### config.mk
export PLATFORM = sky130hd
export DESIGN_NAME = pio_tx_inject
export DESIGN_NICKNAME = d
export VERILOG_FILES = /design/src/rtl/pio_tx_inject.sv
export SDC_FILE = /design/constraint.sdc
export NUM_CORES = 1
export LEC_CHECK = 0
export CORE_ASPECT_RATIO = 1.2
export CORE_MARGIN = 3
export CORE_UTILIZATION = 50
export CTS_BUF_LIST = sky130_fd_sc_hd__clkbuf_2
export CTS_CLUSTER_SIZE = 16
export DETAILED_ROUTE_END_ITERATION = 10
export PLACE_DENSITY_LB_ADDON = 0.2
export SLEW_MARGIN = 0
export SYNTH_ARGS = -nofsm -noshare
export SYNTH_HDL_FRONTEND = slang
export SYNTH_SLANG_ARGS = --single-unit
### constraint.sdc
create_clock -name clk -period 6.9 [get_ports clk]
set_clock_uncertainty 0.05 [all_clocks]
set_input_delay 1.38 -clock clk [delete_from_list [all_inputs] [get_ports clk]]
set_output_delay 1.38 -clock clk [all_outputs]
set_load 0.01 [all_outputs]
### src/rtl/pio_tx_inject.sv
// Replays framed TLPs from the 72-bit {tkeep,tdata} tunnel FIFO onto the PCIe AXIS TX port.
// Optional `PIO_TX_INJECT_STATS_EN adds tx_pkt_count / drop_pkt_count outputs.
module pio_tx_inject #(
  parameter int MAX_PAYLOAD_DW = 1024
) (
  input  logic        clk,
  input  logic        sys_rst,
  output logic [63:0] s_axis_tx_tdata,
  output logic [7:0]  s_axis_tx_tkeep,
  output logic        s_axis_tx_tlast,
  output logic        s_axis_tx_tvalid,
  input  logic        s_axis_tx_tready,
  output logic [3:0]  s_axis_tx_tuser,
`ifdef PIO_TX_INJECT_STATS_EN
  output logic [31:0] tx_pkt_count,
  output logic [31:0] drop_pkt_count,
`endif
  input  logic [71:0] dout,
  input  logic        empty,
  output logic        rd_en
);

  typedef enum logic [1:0] {IDLE, DATA, DROP} state_e;

  localparam logic [31:0] MAX_PAY = MAX_PAYLOAD_DW;

  state_e      state_q, state_d;
  logic [10:0] rem_q, rem_d;
  logic [63:0] tdata_q;
  logic [7:0]  tkeep_q;
  logic        tlast_q, tvalid_q;
  logic        load, last_d, rd_raw;

  logic        gap, free;
  logic [1:0]  fmt;
  logic [10:0] len_dw, pay_dw, beats;
  logic [11:0] dw_sum;
  logic        oversize;

  assign gap  = (dout[71:64] == 8'h00);
  assign free = !tvalid_q || s_axis_tx_tready;

  // Header decode on the FIFO head; only meaningful in IDLE on a non-gap word.
  always_comb begin
    fmt      = dout[30:29];
    len_dw   = (dout[9:0] == 10'd0) ? 11'd1024 : {1'b0, dout[9:0]};
    pay_dw   = fmt[1] ? len_dw : 11'd0;
    dw_sum   = (fmt[0] ? 12'd4 : 12'd3) + {1'b0, pay_dw} + 12'd1;
    beats    = dw_sum[11:1];
    oversize = 32'(pay_dw) > MAX_PAY;
  end

  always_comb begin
    state_d = state_q;
    rem_d   = rem_q;
    rd_raw  = 1'b0;
    load    = 1'b0;
    last_d  = 1'b0;
    unique case (state_q)
      IDLE: if (!empty) begin
        if (gap) begin
          rd_raw = 1'b1;
        end else if (oversize) begin
          rd_raw  = 1'b1;
          rem_d   = beats - 11'd1;
          state_d = DROP;
        end else if (free) begin
          rd_raw  = 1'b1;
          load    = 1'b1;
          rem_d   = beats - 11'd1;
          state_d = DATA;
        end
      end
      DATA: if (!empty) begin
        if (gap) begin
          rd_raw = 1'b1;
        end else if (free) begin
          rd_raw = 1'b1;
          load   = 1'b1;
          rem_d  = rem_q - 11'd1;
          if (rem_q == 11'd1) begin
            last_d  = 1'b1;
            state_d = IDLE;
          end
        end
      end
      DROP: if (!empty) begin
        // Drain ignores tready so an oversize TLP never stalls the tunnel.
        rd_raw = 1'b1;
        if (!gap) begin
          rem_d = rem_q - 11'd1;
          if (rem_q == 11'd1) state_d = IDLE;
        end
      end
      default: state_d = IDLE;
    endcase
  end

  assign rd_en = rd_raw && !sys_rst;

  always_ff @(posedge clk or posedge sys_rst) begin
    if (sys_rst) begin
      state_q  <= IDLE;
      rem_q    <= '0;
      tdata_q  <= '0;
      tkeep_q  <= '0;
      tlast_q  <= 1'b0;
      tvalid_q <= 1'b0;
    end else begin
      state_q <= state_d;
      rem_q   <= rem_d;
      if (load) begin
        tdata_q  <= dout[63:0];
        tkeep_q  <= dout[71:64];
        tlast_q  <= last_d;
        tvalid_q <= 1'b1;
      end else if (s_axis_tx_tready) begin
        tvalid_q <= 1'b0;
      end
    end
  end

  assign s_axis_tx_tdata  = tdata_q;
  assign s_axis_tx_tkeep  = tkeep_q;
  assign s_axis_tx_tlast  = tlast_q;
  assign s_axis_tx_tvalid = tvalid_q;
  assign s_axis_tx_tuser  = 4'b0000;

`ifdef PIO_TX_INJECT_STATS_EN
  logic [31:0] tx_cnt_q, drop_cnt_q;

  always_ff @(posedge clk or posedge sys_rst) begin
    if (sys_rst) begin
      tx_cnt_q   <= '0;
      drop_cnt_q <= '0;
    end else begin
      if (tvalid_q && s_axis_tx_tready && tlast_q) tx_cnt_q <= tx_cnt_q + 32'd1;
      if (state_q != DROP && state_d == DROP)      drop_cnt_q <= drop_cnt_q + 32'd1;
    end
  end

  assign tx_pkt_count   = tx_cnt_q;
  assign drop_pkt_count = drop_cnt_q;
`endif

endmodule

==> impl_metrics.env <==
export IMPL_status="complete, no violations"
export IMPL_drt_first_pass_iters=4
export IMPL_setup_viol=0
export IMPL_place_congestion=0.8862
export IMPL_synth_seq_area_share_pct=49.47
export IMPL_cts_htree_levels=3
export IMPL_cts_sinks=87
export IMPL_min_path_cells=1
export IMPL_syn_inst=375
export IMPL_max_clock_freq_mhz=200.7
export IMPL_startpoint_type="input port"
export IMPL_power_w=0.002442
export IMPL_wl_mm=11.64
export IMPL_io_pins=155
export IMPL_rows=36
export IMPL_drtIter0Drc=166
export IMPL_synth_top_area_share_pct=49.47
export IMPL_drive_above_1_share_pct=20.96
export IMPL_netlist_cell_type_count=62
export IMPL_p_per_area_mw_per_mm2=403.0
export IMPL_grt_pass1_wl_mm=18.93
export IMPL_synthFlopType="dfrtp_1"
export IMPL_slew_viol_final=0
export IMPL_synth_top_area_cell="dfrtp_1"
export IMPL_clkTransAtPathRegs_ns=0.19
export IMPL_io_buffer_count=150
export IMPL_grt_ovfl_total=0
export IMPL_relSlewSlack_pct=24.89
export IMPL_dp_hpwl_mm=8.701
export IMPL_core_mm2=0.008333
export IMPL_max_stage_delay_ns=0.60
export IMPL_finalHoldViolCount=0
export IMPL_avgViaCountPerCell=5.637
export IMPL_critPathSlowestCell="nor4_1"
export IMPL_via_count=3574
export IMPL_path_depth=7
export IMPL_fillerInstances=617
export IMPL_setup_tns_ns=0
export IMPL_dp_cells=620
export IMPL_num_antenna_cells=0
export IMPL_min_period_over_period_pct=72.20
export IMPL_synth_area_top_cells="dfrtp_1 (49%), mux2_2 (19%), ha_1 (2.6%)"
export IMPL_die_area_mm2=0.009967
export IMPL_crit_buf_inv=2
export IMPL_layout_cells_non_filler=634
export IMPL_cp_top_family="buffers and inverters"
export IMPL_p_leak_nw=2.452
export IMPL_cts_setup_buffers=0
export IMPL_start_util_pct=52.81
export IMPL_worst_slew_pin_slew_ns=1.125
export IMPL_die_height_um=108.8
export IMPL_synth_area_mm2=0.004400
export IMPL_crit_fanout=3
export IMPL_area_growth_pct=37.67
export IMPL_whs_ns=0.4818
export IMPL_required_ns=5.47
export IMPL_clock_root_buffer="clkbuf_2"
export IMPL_synth_async_reset_ratio_pct=100.0
export IMPL_drt_antenna_violating_nets=0
export IMPL_grtUsageTotal_pct=24.34
export IMPL_peakVddDrop_uv=284.1
export IMPL_grt_max_degree=88
export IMPL_cts_resized=0
export IMPL_drv_cap=0
export IMPL_antenna_found_initial=0
export IMPL_worstSetupEndpointType="output port"
export IMPL_hp_class="reg -> reg"
export IMPL_hold_buffers=0
export IMPL_cts_made_buffers=9
export IMPL_dieWidth_um=91.64
export IMPL_rsz0062_at_grt="false"
export IMPL_period_minus_slack_ns=4.982
export IMPL_final_nets=602
export IMPL_r2r_slack_ns=3.66
export IMPL_syn_avg_cell_area_um2=11.73
export IMPL_arrival_ns=3.55
export IMPL_grt_pass1_vias=3776
export IMPL_synth_seq_cells=87
export IMPL_clk_path_buf_depth=2
export IMPL_crit_path_cell_trace="clkdlybuf4s50_1 > nor4_1 > nand2_1 > a21oi_1 > nor2_1 > nor4_1 > clkdlybuf4s50_1"
export IMPL_worstSkewPairLatency_ns=0.54
export IMPL_wl_per_cell_um=18.36
export IMPL_synth_edf_count=0
export IMPL_worst_setup_path_type="in -> out"
export IMPL_yosysWarnings=0
export IMPL_rr_worst_depth=6
export IMPL_drcViolationCount=0
export IMPL_cts_tree="yes"
[cells in the final DEF (no fill, tap or decap), types with 2 or more instances in the layout]
cell             Yosys  routed
a31oi_1              4       4
ha_1                 9       9
nand3b_1             2       2
clkbuf_2             2      10
a21oi_2              2       2
buf_4                6       2
o21ai_0             13      13
nor4_1               6       6
o211ai_1             5       5
mux2_2              74      74
or2_2                2       2
and4_1               2       2
o31a_1               2       2
clkinv_2             0       2
a211o_2              2       2
o311ai_0             3       3
o2111ai_1            2       2
nand2_1             26      26
a21oi_1              7       7
a31o_2               2       2
xor2_1               3       3
dfrtp_1             87      87
mux2i_1              2       2
nor3_1               7       7
nor2_1              13      13
xnor2_1              4       4
inv_1               11      10
nand3_1             15      15
nand4_1              8       8
nor2b_1              2       2
bufinv_16            0       2
conb_1               1       4
a22o_1               2       2
nand2b_1             3       3
and3_1               4       4
clkdlybuf4s50_1      0     150
[logic make-up (layout without fill, tap and decap cells)]
| logic type | after synthesis | in the layout | synth area share [%] |
|---|---|---|---|
| AOI/OAI and AO/OA | 60 | 60 | 10.75 |
| xor gates and xnor gates | 7 | 7 | 1.393 |
| adders and majority gates | 9 | 9 | 2.559 |
| buffers and inverters | 36 | 178 | 4.265 |
| DFF | 87 | 87 | 49.47 |
| muxes | 76 | 76 | 19.39 |
| other | 1 | 4 | 0.08522 |
| and+or+nand+nor | 99 | 99 | 12.08 |
[cell type report]
type | instances | area, um^2 | area share, %
clock buffer | 10 | 50.05 | 0.8261
clock inverter | 4 | 72.57 | 1.198
inverter | 12 | 46.29 | 0.7641
multi-input combinational | 255 | 2053 | 33.89
sequential | 87 | 2177 | 35.94
tap | 114 | 142.6 | 2.354
timing repair buffer | 152 | 1516 | 25.03
[final timing paths]
path / start / endpoint
worst max-delay path: dout[66] / rd_en
worst min-delay path: s_axis_tx_tdata[11]$_DFFE_PP0P_ / s_axis_tx_tdata[11]$_DFFE_PP0P_
worst max register to register: state_q[1]$_DFFE_PP0P_ / s_axis_tx_tdata[27]$_DFFE_PP0P_
worst min register to register: s_axis_tx_tdata[11]$_DFFE_PP0P_ / s_axis_tx_tdata[11]$_DFFE_PP0P_
max in group asynchronous: sys_rst / s_axis_tx_tdata[30]$_DFFE_PP0P_
min in group asynchronous: sys_rst / s_axis_tx_tvalid$_DFFE_PP0P_
[Yosys cell counts, drive strengths merged (2+ instances only)]
| master | count |
|---|---|
| nand3b | 2 |
| xnor2 | 4 |
| nor2b | 2 |
| a211oi | 2 |
| and3 | 4 |
| nor4 | 6 |
| o21ai | 13 |
| nor2 | 13 |
| or2 | 2 |
| buf | 18 |
| inv | 11 |
| xor2 | 3 |
| mux2i | 2 |
| o2111ai | 2 |
| dfrtp | 87 |
| a211o | 3 |
| nand4 | 8 |
| and3b | 2 |
| o211ai | 5 |
| nand2 | 26 |
| a21oi | 9 |
| and4 | 3 |
| mux2 | 74 |
| nor3 | 8 |
| ha | 9 |
| o31a | 2 |
| clkbuf | 6 |
| a2111oi | 2 |
| a22o | 2 |
| nand3 | 15 |
| nand2b | 3 |
| a31oi | 4 |
| o311ai | 3 |
| a31o | 2 |
[power by group]
part / internal (W) / leakage, nW / switching (W)
sequential: 0.000758 / 1.03 / 0.000149
combinational: 0.000714 / 1.35 / 0.000538
clock: 0.000117 / 0.0739 / 0.000166
[worst reg2reg max path, stage by stage (launching register included)]
cell and delay, ns:
dfrtp_1 0.46, inv_1 0.11, ha_1 0.21, nor2_1 0.10, a2111oi_2 0.94, buf_4 0.81
mux2_2 0.48
[per-layer routing]
metal  global-route usage, %  part of all wire [%]
met1                   26.61                    37
met2                   41.62                    50
met3                   11.73                    11
met4                   7.974                   2.0
met5                       0                     0
[state kept, by name, summed over array words and instances (netlist names)]
| signal | count |
|---|---|
| s_axis_tx_tdata | 64 |
| rem_q | 11 |
| s_axis_tx_tkeep | 8 |
| state_q | 2 |
| s_axis_tx_tlast | 1 |
| s_axis_tx_tvalid | 1 |
[stage by stage]
step	utilization, %	setup WS, ns	instance area [um^2]
CTS	72.70	1.927	6058
finish	72.70	1.918	6058
global placement	71.23	2.032	5936
global route	72.70	1.806	6058
detailed placement	71.23	1.928	5936
floorplan	-	2.838	4412
Note: power is estimated with default switching activity, not from simulation.
